<file path="config.mk">
export PLATFORM = sky130hd
export DESIGN_NAME = jpeg_dequant_pipe
export DESIGN_NICKNAME = d
export VERILOG_FILES = /design/src/rtl/jpeg_dequant_pkg.sv /design/src/rtl/jpeg_dequant_qtable.sv /design/src/rtl/jpeg_dequant_pipe.sv
export SDC_FILE = /design/constraint.sdc
export NUM_CORES = 1
export LEC_CHECK = 0
export CAP_MARGIN = 15
export CORE_AREA = 2 2 206 310
export CTS_BUF_LIST = sky130_fd_sc_hd__clkbuf_2
export CTS_CLUSTER_SIZE = 12
export DETAILED_ROUTE_END_ITERATION = 8
export DIE_AREA = 0 0 208 312
export GPL_TIMING_DRIVEN = 0
export PLACE_DENSITY = 0.72
export SLEW_MARGIN = 20
export SYNTH_ARGS = -nofsm -noshare
export SYNTH_HDL_FRONTEND = slang
export SYNTH_HIERARCHICAL = 1
export SYNTH_SLANG_ARGS = --single-unit
</file>
<file path="constraint.sdc">
create_clock -name i_clk -period 5.4 [get_ports i_clk]
set_input_delay 0.81 -clock i_clk [delete_from_list [all_inputs] [get_ports i_clk]]
set_output_delay 0.81 -clock i_clk [all_outputs]
set_load 0.01 [all_outputs]
</file>
<file path="src/rtl/jpeg_dequant_pkg.sv">
// Shared types and constants for the JPEG dequantizer pipeline.
package jpeg_dequant_pkg;

   localparam int unsigned CW    = 12;
   localparam int unsigned QW    = 8;
   localparam int unsigned OW    = 16;
   localparam int unsigned NCOEF = 64;
   localparam int unsigned PW    = $clog2(NCOEF);
   localparam int unsigned PRW   = CW + QW;

   typedef logic signed [CW-1:0]  coef_t;
   typedef logic        [QW-1:0]  qent_t;
   typedef logic signed [OW-1:0]  dct_t;
   typedef logic        [PW-1:0]  zz_idx_t;
   typedef logic        [CW-1:0]  mag_t;
   typedef logic        [PRW-1:0] prod_t;
   typedef logic        [OW-2:0]  sat_t;

   localparam dct_t    SAT_MAX  = 16'sd32767;
   localparam qent_t   QT_RESET = 8'd1;
   localparam zz_idx_t POS_LAST = zz_idx_t'(NCOEF - 1);

   // Magnitude as an unsigned CW-bit value; the most negative input maps to 2^(CW-1).
   function automatic mag_t abs_coef(input coef_t v);
      mag_t u;
      u = mag_t'(v);
      return v[CW-1] ? (~u + {{(CW-1){1'b0}}, 1'b1}) : u;
   endfunction

   // Clamp an unsigned product to the largest positive output magnitude.
   function automatic sat_t sat_prod(input prod_t p);
      prod_t lim;
      lim = prod_t'(SAT_MAX);
      return (p > lim) ? SAT_MAX[OW-2:0] : p[OW-2:0];
   endfunction

endpackage

</file>
<file path="src/rtl/jpeg_dequant_qtable.sv">
// 64-entry quantization table: one synchronous write port, one asynchronous read port.
module jpeg_dequant_qtable
   import jpeg_dequant_pkg::*;
(
   input  logic    i_clk,
   input  logic    i_rst,
   input  logic    i_we,
   input  zz_idx_t i_waddr,
   input  qent_t   i_wdata,
   input  zz_idx_t i_raddr,
   output qent_t   o_rdata
);

   qent_t r_mem [NCOEF];

   // Table storage: reset to identity, writes land on the next edge and are dropped during reset.
   always_ff @(posedge i_clk) begin
      if (i_rst) begin
         for (int i = 0; i < int'(NCOEF); i++) begin
            r_mem[i] <= QT_RESET;
         end
      end else if (i_we) begin
         r_mem[i_waddr] <= i_wdata;
      end
   end

   // Read returns the stored value, so a same-cycle write is not visible yet.
   assign o_rdata = r_mem[i_raddr];

endmodule

</file>
<file path="src/rtl/jpeg_dequant_pipe.sv">
// Three-stage dequantizer: |coef| * q, saturate, re-apply sign. Full-pipeline stall on backpressure.
module jpeg_dequant_pipe
   import jpeg_dequant_pkg::*;
(
   input  logic    i_clk,
   input  logic    i_rst,
   input  coef_t   i_din,
   input  logic    i_din_first,
   input  logic    i_din_valid,
   output logic    o_din_ready,
   input  logic    i_qt_we,
   input  zz_idx_t i_qt_addr,
   input  qent_t   i_qt_data,
   output dct_t    o_dout,
   output zz_idx_t o_dout_pos,
   output logic    o_dout_last,
   output logic    o_dout_valid,
   input  logic    i_dout_ready
);

   logic    w_stall;
   logic    w_accept;
   zz_idx_t w_idx;
   zz_idx_t w_pos_next;
   qent_t   w_q;
   sat_t    w_sat;
   dct_t    w_dout_next;

   zz_idx_t r_pos;
   logic [2:0] r_vpipe;
   // Sign travels with stages 1 and 2; at stage 3 it is folded into dout itself.
   logic [1:0] r_spipe;

   mag_t    r_mag1;
   qent_t   r_q1;
   zz_idx_t r_pos1;

   prod_t   r_prod2;
   zz_idx_t r_pos2;

   dct_t    r_dout;
   zz_idx_t r_dout_pos;
   logic    r_dout_last;

   assign w_stall     = r_vpipe[2] & ~i_dout_ready;
   assign o_din_ready = ~w_stall;
   assign w_accept    = i_din_valid & ~w_stall;

   assign w_idx      = i_din_first ? '0 : r_pos;
   assign w_pos_next = (w_idx == POS_LAST) ? '0 : w_idx + zz_idx_t'(1);

   jpeg_dequant_qtable u_qtable (
      .i_clk   (i_clk),
      .i_rst   (i_rst),
      .i_we    (i_qt_we),
      .i_waddr (i_qt_addr),
      .i_wdata (i_qt_data),
      .i_raddr (w_idx),
      .o_rdata (w_q)
   );

   // Stage-3 value: saturated magnitude with sign; a zero magnitude stays +0.
   always_comb begin
      w_sat       = sat_prod(r_prod2);
      w_dout_next = dct_t'({1'b0, w_sat});
      if (r_spipe[1]) begin
         w_dout_next = -dct_t'({1'b0, w_sat});
      end
   end

   // Zig-zag position counter, advanced only by accepted samples.
   always_ff @(posedge i_clk) begin
      if (i_rst) begin
         r_pos <= '0;
      end else if (w_accept) begin
         r_pos <= w_pos_next;
      end
   end

   // Valid and sign pipes: bubbles enter when nothing is accepted, everything holds on stall.
   always_ff @(posedge i_clk) begin
      if (i_rst) begin
         r_vpipe <= '0;
         r_spipe <= '0;
      end else if (!w_stall) begin
         r_vpipe <= {r_vpipe[1:0], w_accept};
         r_spipe <= {r_spipe[0], i_din[CW-1] & (i_din != '0)};
      end
   end

   // Stage 1: magnitude, table lookup and index capture.
   always_ff @(posedge i_clk) begin
      if (i_rst) begin
         r_mag1 <= '0;
         r_q1   <= '0;
         r_pos1 <= '0;
      end else if (!w_stall) begin
         r_mag1 <= abs_coef(i_din);
         r_q1   <= w_q;
         r_pos1 <= w_idx;
      end
   end

   // Stage 2: unsigned multiply at full product width.
   always_ff @(posedge i_clk) begin
      if (i_rst) begin
         r_prod2 <= '0;
         r_pos2  <= '0;
      end else if (!w_stall) begin
         r_prod2 <= prod_t'(r_mag1) * prod_t'(r_q1);
         r_pos2  <= r_pos1;
      end
   end

   // Stage 3: registered output coefficient, position and end-of-block flag.
   always_ff @(posedge i_clk) begin
      if (i_rst) begin
         r_dout      <= '0;
         r_dout_pos  <= '0;
         r_dout_last <= 1'b0;
      end else if (!w_stall) begin
         r_dout      <= w_dout_next;
         r_dout_pos  <= r_pos2;
         r_dout_last <= (r_pos2 == POS_LAST);
      end
   end

   assign o_dout       = r_dout;
   assign o_dout_pos   = r_dout_pos;
   assign o_dout_last  = r_dout_last;
   assign o_dout_valid = r_vpipe[2];

endmodule

</file>
==> summary.md <==
| Metric | Value |
|---|---|
| Cell variety after synth | 73 |
| Kind of end point of the critical path | register |
| Synth Area per Inst | around 13 sq um |
| CP startpoint kind | register |
| HP Class | in -> reg |
| Sequential area share after synthesis | 0.554 |
| Fillers | between 5000 and 6000 |
| Mapped cell area | 0.0308 sq mm |
| Post-CTS Setup Bufs | 0 |
| Final nets | 2756 |
| Worst-path maximum fanout | 10 |
| Ys async rst share | 0 |
| Max Buffers Root-to-Sink | 3 |
| Gr ovfl total | 0 |
| DR pass1 iterations | 8 |
| Commonest non-fill, non-tap cell in the layout | and2_1 |
| Peak supply drop | ~0.29 mV |
| WL/cell | 26.0 microns |
| Final Cell Area | between 0.03 and 0.04 sq mm |
| Core footprint | 0.0619 sq mm |
| Status | finished clean |
| Die height | approximately 310 microns |
| Syn. warnings | 6 |
| DR vias | around 21000 |
| # DRC | 0 |
| RSZ-0062 raised after global routing | no |
| Final min period | 5.15 ns |
| Worst-path clk slew | 0.11 ns |
| Commonest cells after routing, fill and taps aside | and2_1 (529), edfxtp_1 (512), clkbuf_2 (203) |
| Post-DP Area | 0.0323 sq mm |
| Power density of the placed cells | 289 mW/mm^2 |
| Antenna Nets Post-Route | 0 |
| GR Layer Usage met3 | 0.0630 |
| PortBufs | 45 |
| Final setup fails | 0 |
| Gpl congestion | 0.992 |
| Fmax | 194 MHz |
| Num ports | 57 |
| GR Util met1 | 0.285 |
| CTS tree | yes |
| GR peak layer | met2 |
| First-pass GRT wire length | 135 mm |
| Via density | 6.01 |
| Syn Inst Count | 2428 |
| Area growth, synth to finish | 9.33% |
| Total wire length | 91.8 mm |
| Setup TNS | 0 ns |
| Initial Utilization | 0.498 |
| Met2 Track Usage GR | 0.516 |
| Layout cells sized above 1 | 0.172 |
| Pin count of the biggest net entering global routing | 17 |
| Drt initial violations | 1830 |
| Post-synth EDFFs | 512 |
| Worst Path Required | 6.59 ns |
| Later-pin clock latency in the skew report | between 1 and 1.5 ns |
| Max-Cap Viols | 0 |
| GRT Resource Usage Total | 0.286 |
| Vias in the first global route | 22087 |
| CTS Buf Count | ~140 |
| Slew Viols, Final | 0 |
| Net Count, Synth | 2563 |
| H-tree depth | 4 |
| Root Buffer | clkbuf_2 |
| Row Count | 112 |
| DP HPWL | slightly below 70 mm |
| Die ar. | 0.0649 sq mm |
| Yosys reg bits | between 500 and 600 |
| Critical setup path kind | reg -> reg |
| Initial antenna violation count | 2 |
| Fin crit share | 0.955 |
| Worst Path Arrival | 6.35 ns |
| Worst Skew | ~0.070 ns |
| Ys flop type | edfxtp_1 |
| Fin. Hold Viols | 0 |
| Total leakage power | 0.0123 uW |
| Worst Tran Pin Value | 1.16 ns |
| Die W | 208 microns |
| CTS Sinks | about 600 |
| Rel. slew slack | 0.224 |
-- metrics by stage --
step	total power, uW	util	hold slack [ns]	std cells	setup slack [ns]
floorplan	6220	-	0.432	2428	0.894
global placement	6680	0.521	0.440	3271	0.0800
CTS	9810	0.544	0.00606	3522	0.188
detailed placement	6710	0.521	0.447	3271	0.0208
finish	9760	0.544	0.164	3525	0.245
global route	10100	0.544	0.0169	3525	0.0340
-- cells in the mapped netlist, types with 43 or more instances --
master,count,share of area
a21oi_1,75,0.012
and2_1,529,0.11
clkbuf_1,127,0.015
dfxtp_1,86,0.056
edfxtp_1,512,0.50
fa_1,60,0.039
ha_1,43,0.017
inv_1,87,0.011
mux4_2,124,0.091
nand2_1,139,0.017
nor2_1,126,0.015
or2_2,67,0.014
or3_1,71,0.014
-- metal layers --
metal	up-vias	share of wire
met4	0	0.083
met2	1103	0.52
met1	10536	0.31
met5	-	0
li1	9179	-
met3	350	0.078
-- final timing paths --
kind,startpoint,to,slack [ns],cells past startpoint
setup / recovery,r_q1[6]$_SDFFE_PP0N_,r_prod2[16]$_SDFFE_PP0N_,0.25,14
hold / removal,i_din[0],r_mag1[0]$_SDFFE_PP0N_,0.16,3
setup reg to reg,r_q1[6]$_SDFFE_PP0N_,r_prod2[16]$_SDFFE_PP0N_,0.25,14
hold reg to reg,o_dout[8]$_SDFFE_PP0N_,o_dout[8]$_SDFFE_PP0N_,0.46,2
-- state kept, by name (all words and copies together) (netlist names) --
register	flops
o_dout	16
o_dout_last	1
o_dout_pos	6
r_mag1	12
r_pos	6
r_pos1	6
r_pos2	6
r_prod2	20
r_q1	8
r_spipe	2
r_vpipe	3
u_qtable/r_mem	512
-- power breakdown --
part           switching, uW  internal, uW
registers                136          5260
clock network           1840          1290
logic                    761           479
total                   2730          7030
-- cells by family after synthesis --
kind of cell / Yosys count / synth area share
AOI/OAI and AO/OA: 239 / 0.0522
xor gates and xnor gates: 18 / 0.00511
adders and majority gates: 103 / 0.0564
buffers and inverters: 260 / 0.0368
DFF: 598 / 0.554
muxes: 167 / 0.105
and+or+nand+nor: 1043 / 0.190
-- worst max-delay path, cell delays in order, from the launching register on --
cell and delay [ns]:
dfxtp_1 0.42, clkbuf_1 0.39, and2_1 0.22, fa_1 0.45, fa_1 0.53, fa_1 0.54
inv_1 0.05, fa_1 0.53, inv_1 0.04, ha_1 0.36, a21oi_1 0.35, o21ai_0 0.25
a221oi_4 0.45, nor3b_1 0.10, a2111oi_0 0.34
-- what timing repair did --
action                                  CTS  global route
endpoints found under the setup margin    1             2
hold buffers                              2             0
resized for setup                         1            10
pin swaps                                 0             0
endpoints found under the hold margin     5             0
-- final cells by class --
type	count	area (sq um)	share of cell area
diodes	3	7.51	0.000223
plain buffers	171	806	0.0239
clock buffers	199	996	0.0295
clock inverters	50	379	0.0112
inverters	89	334	0.00991
multi-input cells	1570	12600	0.375
flip-flops and latches	598	17100	0.507
well taps	798	998	0.0296
repair buffers	47	470	0.0140
(Power assumes the default switching activity.)
